**src/rtl/pipe_skid_reg.sv**
```systemverilog
// Two-entry pipeline register (main + skid) between decode and execute.
// The skid entry absorbs one transfer accepted while downstream stalls, so in_ready can stay registered.
module pipe_skid_reg #(
    parameter int unsigned XLEN    = 64,
    parameter int unsigned NUM_OPS = 3
) (
    input  logic                    clk,
    input  logic                    rst,
    input  logic                    in_valid,
    output logic                    in_ready,
    input  logic [NUM_OPS*XLEN-1:0] in_ops,
    input  logic [XLEN-1:0]         in_pc,
    input  logic                    bubble,
    input  logic                    flush,
    output logic                    out_valid,
    input  logic                    out_ready,
    output logic [NUM_OPS*XLEN-1:0] out_ops,
    output logic [XLEN-1:0]         out_pc,
    output logic [1:0]              occupancy
);

    localparam int unsigned OPS_W = NUM_OPS * XLEN;

    typedef struct packed {
        logic             valid;
        logic [OPS_W-1:0] ops;
        logic [XLEN-1:0]  pc;
    } entry_t;

    entry_t     main_q, main_d;
    entry_t     skid_q, skid_d;
    logic [1:0] occ_q, occ_d;
    logic       in_fire;
    logic       out_fire;

    // bubble is the only combinational contributor to in_ready
    assign in_ready = !skid_q.valid && !bubble;
    assign in_fire  = in_valid && in_ready && !flush;
    assign out_fire = main_q.valid && out_ready;

    // Next-state: flush wins, then refill main (skid first), otherwise park input in skid
    always_comb begin
        main_d = main_q;
        skid_d = skid_q;
        if (flush) begin
            main_d       = '{valid: 1'b0, ops: '0, pc: in_pc};
            skid_d.valid = 1'b0;
        end else if (!main_q.valid || out_fire) begin
            if (skid_q.valid) begin
                main_d       = skid_q;
                skid_d.valid = 1'b0;
            end else if (in_fire) begin
                main_d = '{valid: 1'b1, ops: in_ops, pc: in_pc};
            end else if (bubble) begin
                main_d = '{valid: 1'b0, ops: '0, pc: in_pc};
            end else begin
                main_d.valid = 1'b0;
            end
        end else if (in_fire) begin
            skid_d = '{valid: 1'b1, ops: in_ops, pc: in_pc};
        end
        occ_d = 2'(main_d.valid) + 2'(skid_d.valid);
    end

    always_ff @(posedge clk) begin
        if (rst) begin
            main_q <= '0;
            skid_q <= '0;
            occ_q  <= '0;
        end else begin
            main_q <= main_d;
            skid_q <= skid_d;
            occ_q  <= occ_d;
        end
    end

    assign out_valid = main_q.valid;
    assign out_ops   = main_q.ops;
    assign out_pc    = main_q.pc;
    assign occupancy = occ_q;

endmodule

```
**config.mk**
```make
export PLATFORM = sky130hd
export DESIGN_NAME = pipe_skid_reg
export DESIGN_NICKNAME = d
export VERILOG_FILES = /design/src/rtl/pipe_skid_reg.sv
export SDC_FILE = /design/constraint.sdc
export NUM_CORES = 1
export LEC_CHECK = 0
export ABC_AREA = 1
export CAP_MARGIN = 0
export CORE_UTILIZATION = 39
export CTS_BUF_LIST = sky130_fd_sc_hd__clkbuf_4 sky130_fd_sc_hd__clkbuf_8
export CTS_CLUSTER_SIZE = 40
export DETAILED_ROUTE_END_ITERATION = 8
export GPL_ROUTABILITY_DRIVEN = 0
export PLACE_DENSITY_LB_ADDON = 0.1
export SLEW_MARGIN = 5
export SYNTH_ARGS = -nofsm -noshare
export SYNTH_HDL_FRONTEND = slang
export SYNTH_SLANG_ARGS = --single-unit
```
**constraint.sdc**
```tcl
create_clock -name clk -period 4.8 [get_ports clk]
set_clock_uncertainty 0.2 [all_clocks]
set_input_delay 0.96 -clock clk [delete_from_list [all_inputs] [get_ports clk]]
set_output_delay 0.96 -clock clk [all_outputs]
set_load 0.02 [all_outputs]
```
# After elaboration in Yosys (flattened, before gate mapping)
# Cells that the tools add are included.
# word_totals
out_inout_bits,260
regBits,516
# classes
add_sub_neg,1
mux,8
n_reduce_logical,16
n_bitwise,2
# ops
op,count
$mux W257,5
$mux W256,1
$logic_and A1 B1 Y1,4
$logic_not A1 Y1,4
$reduce_and A2 Y1,2
$reduce_bool A4 Y1,1
$reduce_and A3 Y1,1
$reduce_bool A3 Y1,1
$add A1 B1 Y2,1
$mux W1,2
$not A1 Y1,2
$reduce_bool A2 Y1,1
$reduce_or A2 Y1,1
$logic_or A1 B1 Y1,1

# Logic depth before layout (Yosys ltp)
# logic_depth
word_depth,9
mapped_depth,9

# Worst setup path before layout
# Ideal clock, no wire load.
# synth_timing
path_kind,input to register
startpoint,input out_ready
endpoint,"register occ_q[0], in the netlist occupancy[0]"
path_slack_ns,2.533
stages,8
path_buffers,2
setup_time_ns,0.109
t_arrival_ns,1.957
path_cell_list,inv_1 > nand2_1 > clkbuf_1 > buf_2 > nor2_1 > ha_1 > inv_1 > nor2_1
# synth_lines
item,line,text
start: declaration,16,"input logic out_ready,"
end signal: assignment,69,occ_q <= '0;
end signal: assignment,73,occ_q <= occ_d;
end: declaration,32,"logic [1:0] occ_q, occ_d;"

# Final worst setup path
# layout_timing
startpoint,register skid_q[256] in the netlist's numbering
endpoint,output in_ready
# layout_between
elab_chain_cells,2
# layout_lines
item,line,text
start: declaration,31,"entry_t skid_q, skid_d;"
start signal: assignment,72,skid_q <= skid_d;
$logic_not A1 Y1,37,assign in_ready = !skid_q.valid && !bubble;
$logic_and A1 B1 Y1,37,
end: declaration,10,"output logic in_ready,"
# No other way between the ends.

==> metrics.txt <==
# TYPE chip_impl_metric gauge
chip_impl_info{name="run_status",value="finished clean"} 1
chip_impl_metric{name="num_rows",unit=""} 91
chip_impl_info{name="ranking_of_synthesized_cells_by_instance_count",value="nand2_1 (1035), nor2_1 (938), dfxtp_1 (516)"} 1
chip_impl_metric{name="reg2regPathDepth",unit=""} 7
chip_impl_metric{name="clk_pin_slew",unit="ps"} 60
chip_impl_metric{name="routed_wirelength",unit="mm"} 81.0
chip_impl_metric{name="route.antenna.remaining_nets",unit=""} 0
chip_impl_metric{name="floorplan.die_area",unit="µm²"} 64000
chip_impl_metric{name="ctsLongestPathBuffers",unit=""} 3
chip_impl_metric{name="whs",unit="ps"} 280
chip_impl_metric{name="grt_util_all_layers",unit="%"} 24.7
chip_impl_metric{name="post-route-period-util",unit="%"} 73.5
chip_impl_metric{name="placement.setup.worst_slack",unit="ps"} 1150
chip_impl_metric{name="via_per_inst",unit=""} 4.74
chip_impl_metric{name="grt_antenna_before_repair",unit=""} 20
chip_impl_metric{name="dr.first_iter.drc_count",unit=""} 1593
chip_impl_info{name="leading_cell_types_by_total_area_after_synthesis",value="dfxtp_1 (42%), nand2_1 (16%), nor2_1 (14%), nand3_1 (6.9%), nand3b_1 (5.9%)"} 1
chip_impl_metric{name="initial_core_util",unit="%"} 39.6
chip_impl_info{name="tritoncts",value="yes"} 1
chip_impl_metric{name="yosysUniqueCellTypes",unit=""} 22
chip_impl_metric{name="global_route_wire_length_before_repair",unit="mm"} 126
chip_impl_metric{name="numCtsBuffers",unit=""} 91
chip_impl_metric{name="place_hpwl",unit="mm"} 49.8
chip_impl_info{name="clockRootBuffer",value="clkbuf_8"} 1
chip_impl_metric{name="wire_per_inst",unit="µm"} 15.8
chip_impl_metric{name="share_comb_of_total_power",unit="%"} 14.1
chip_impl_metric{name="swShare",unit="%"} 27.0
chip_impl_info{name="worst_r2r_startpoint",value="skid_q[256]"} 1
chip_impl_metric{name="clock_power_share",unit="%"} 41.4
chip_impl_info{name="holdCritPathClass",value="reg -> reg"} 1
chip_impl_metric{name="fp.coreArea",unit="µm²"} 61900
chip_impl_metric{name="htree_levels",unit=""} 3
chip_impl_metric{name="grt_remaining_overflow",unit=""} 0
chip_impl_metric{name="min_period",unit="ps"} 3530
chip_impl_metric{name="synthesis.area",unit="µm²"} 24600
chip_impl_metric{name="grt_pass1_vias",unit=""} 22300
chip_impl_info{name="worstSetupStartpointType",value="register"} 1
chip_impl_info{name="reg2reg_to",value="out_pc[41]"} 1
chip_impl_metric{name="intPower",unit="mW"} 7.34
chip_impl_metric{name="slack_of_the_critical_path",unit="ps"} 1270
chip_impl_metric{name="synth_enable_flop_cells",unit=""} 0
chip_impl_metric{name="post-route-drc-count",unit=""} 0
chip_impl_metric{name="synthesis.yosys.warnings",unit=""} 0
chip_impl_metric{name="finalNetCount",unit=""} 4492
chip_impl_metric{name="synth.avg_cell_area",unit="µm²"} 6.37
chip_impl_metric{name="synthesized_instance_count",unit=""} 3854
chip_impl_info{name="count_leader_synth",value="nand2_1"} 1
chip_impl_metric{name="final_report_setup_violation_count",unit=""} 0
chip_impl_info{name="critPathLaunch",value="skid_q[256]"} 1
chip_impl_metric{name="fmax",unit="MHz"} 283
chip_impl_metric{name="portBuffers",unit=""} 521
chip_impl_metric{name="final-max-slew-violation-count",unit=""} 0
chip_impl_metric{name="postSynthRegisterBits",unit=""} 516
chip_impl_metric{name="drt_pre_antenna_iters",unit=""} 8
chip_impl_metric{name="fin_setup_tns",unit="ps"} 0
chip_impl_metric{name="asyncSetResetFlopFracSynth",unit="%"} 0
chip_impl_metric{name="clkLatencyLatePin",unit="ps"} 670
chip_impl_metric{name="timing.critical_path.fanout_max",unit=""} 72
chip_impl_metric{name="numClockSinks",unit=""} 516
chip_impl_info{name="setup_repair_after_global_routing_missed_its_margin",value="false"} 1
chip_impl_metric{name="vias",unit=""} 24300
chip_impl_info{name="synthFlopType",value="dfxtp_1"} 1
chip_impl_metric{name="power.share.sequential",unit="%"} 44.5
chip_impl_metric{name="area_growth",unit="%"} 30.8
chip_impl_metric{name="ir_worst_vdd",unit="mV"} 0.176
chip_impl_metric{name="nFillCells",unit=""} 6399
chip_impl_metric{name="dieWidth",unit="µm"} 253
chip_impl_metric{name="finalHoldViolCount",unit=""} 0
chip_impl_metric{name="number_of_buffers_inserted_by_post_cts_setup_repair",unit=""} 0
chip_impl_info{name="crit_end",value="in_ready"} 1
chip_impl_metric{name="pin_count",unit=""} 522
chip_impl_metric{name="final_core_utilization",unit="%"} 51.8
chip_impl_metric{name="postCtsHoldBufs",unit=""} 0
chip_impl_metric{name="syn-num-nets",unit=""} 4117
chip_impl_info{name="criticalPathCategory",value="reg -> out"} 1
chip_impl_metric{name="largest_net_degree_at_the_start_of_global_routing",unit=""} 189
chip_impl_metric{name="drv_cap",unit=""} 0
chip_impl_metric{name="net-switching-power",unit="mW"} 2.71
chip_impl_metric{name="drive_gt1_share",unit="%"} 5.17
chip_impl_metric{name="timing.critical_path.arrival",unit="ps"} 2370
chip_impl_info{name="yosys.area.top_type",value="dfxtp_1"} 1
chip_impl_metric{name="r2r_slack",unit="ps"} 2090
chip_impl_metric{name="total_leakage_power",unit="nW"} 13.8
chip_impl_metric{name="die_height",unit="µm"} 253
chip_impl_metric{name="netlist.area_leader.share",unit="%"} 42.1
chip_impl_metric{name="portion_of_the_post_synthesis_area_used_by_sequential_elements",unit="%"} 42.1
chip_impl_metric{name="slew_headroom",unit="%"} 34.2
chip_impl_metric{name="post_cts_resized",unit=""} 0
chip_impl_metric{name="power_density",unit="nW/µm²"} 313
chip_impl_metric{name="crit_required",unit="ps"} 3640
chip_impl_info{name="endpoint_kind",value="output port"} 1
chip_impl_metric{name="worst_slew_pin_slew",unit="ps"} 986
## layout make-up
| type | instances | area (µm²) | area share (%) |
|---|---|---|---|
| clock inverter | 9 | 80.1 | 0.249 |
| inverter | 349 | 1330 | 4.13 |
| sequential | 516 | 10300 | 32.2 |
| timing repair buffer | 569 | 5910 | 18.4 |
| tap | 837 | 1050 | 3.26 |
| antenna | 11 | 27.5 | 0.0857 |
| clock buffer | 148 | 1760 | 5.49 |
| multi-input combinational | 2702 | 11600 | 36.2 |
## through the flow
| step | instances | total power, mW | cell area [µm²] |
|---|---|---|---|
| after floorplan | 3854 | 5.30 | 24600 |
| final | 5141 | 10.0 | 32100 |
| after detailed placement | 4973 | 5.98 | 30200 |
| after global routing | 5140 | 10.5 | 32100 |
| after global placement | 4973 | 5.98 | 30200 |
| after CTS | 5130 | 10.2 | 32100 |
## placed cells by master, fill, tap and decap left out, types with 11 or more instances in the layout
cell	netlist	final
nand3_1	337	337
clkdlybuf4s50_1	0	521
buf_12	0	27
buf_4	8	21
nand3b_1	192	192
inv_1	346	345
clkbuf_8	0	104
nor2_1	938	937
diode_2	0	11
clkbuf_4	0	44
nand2_1	1035	1031
dfxtp_1	516	515
a21oi_1	191	191
## worst min path at each step
stage                      startpoint          end  slack, ps  depth (start not counted)
after floorplan           skid_q[100]  skid_q[100]        250                          2
after global placement    skid_q[186]  skid_q[186]        260                          2
after detailed placement    skid_q[5]    skid_q[5]        270                          2
after CTS                 skid_q[130]  skid_q[130]        280                          2
after global routing      skid_q[152]  skid_q[152]        290                          2
final                       skid_q[5]    skid_q[5]        280                          2
## logic make-up (layout without fill, tap and decap cells)
group           after synthesis  after routing  share of synthesized area [%]
fa+ha+maj                     1              1                         0.0509
simple gates               2510           2510                           43.2
other cells                   0             11                              0
compound gates              191            191                           3.89
buf+inv                     636           1075                           10.8
flops                       516            516                           42.1
## flip-flops by register name, summed over array words and instances (netlist names)
| name | count |
|---|---|
| skid_q | 257 |
| out_ops | 192 |
| out_pc | 64 |
| occupancy | 2 |
| out_valid | 1 |
## worst max-delay path: stages, from the launching register on
cell and delay, ps:
dfxtp_4 990, nor2_8 90, clkdlybuf4s50_1 590
## power by group through the flow
stage	Combinational [mW]	Clock, mW	Sequential, mW
CTS	1.43	4.28	4.47
global placement	1.42	0	4.56
global route	1.56	4.48	4.47
floorplan	0.643	0	4.66
finish	1.42	4.16	4.47
detailed placement	1.42	0	4.56
## routing by layer
metal	wire [µm]	global-route usage, %
met2	36900	38.5
met1	36500	32.9
met4	2570	9.94
met5	134	0
met3	4920	5.42
Power figures use the tool's default switching activity.
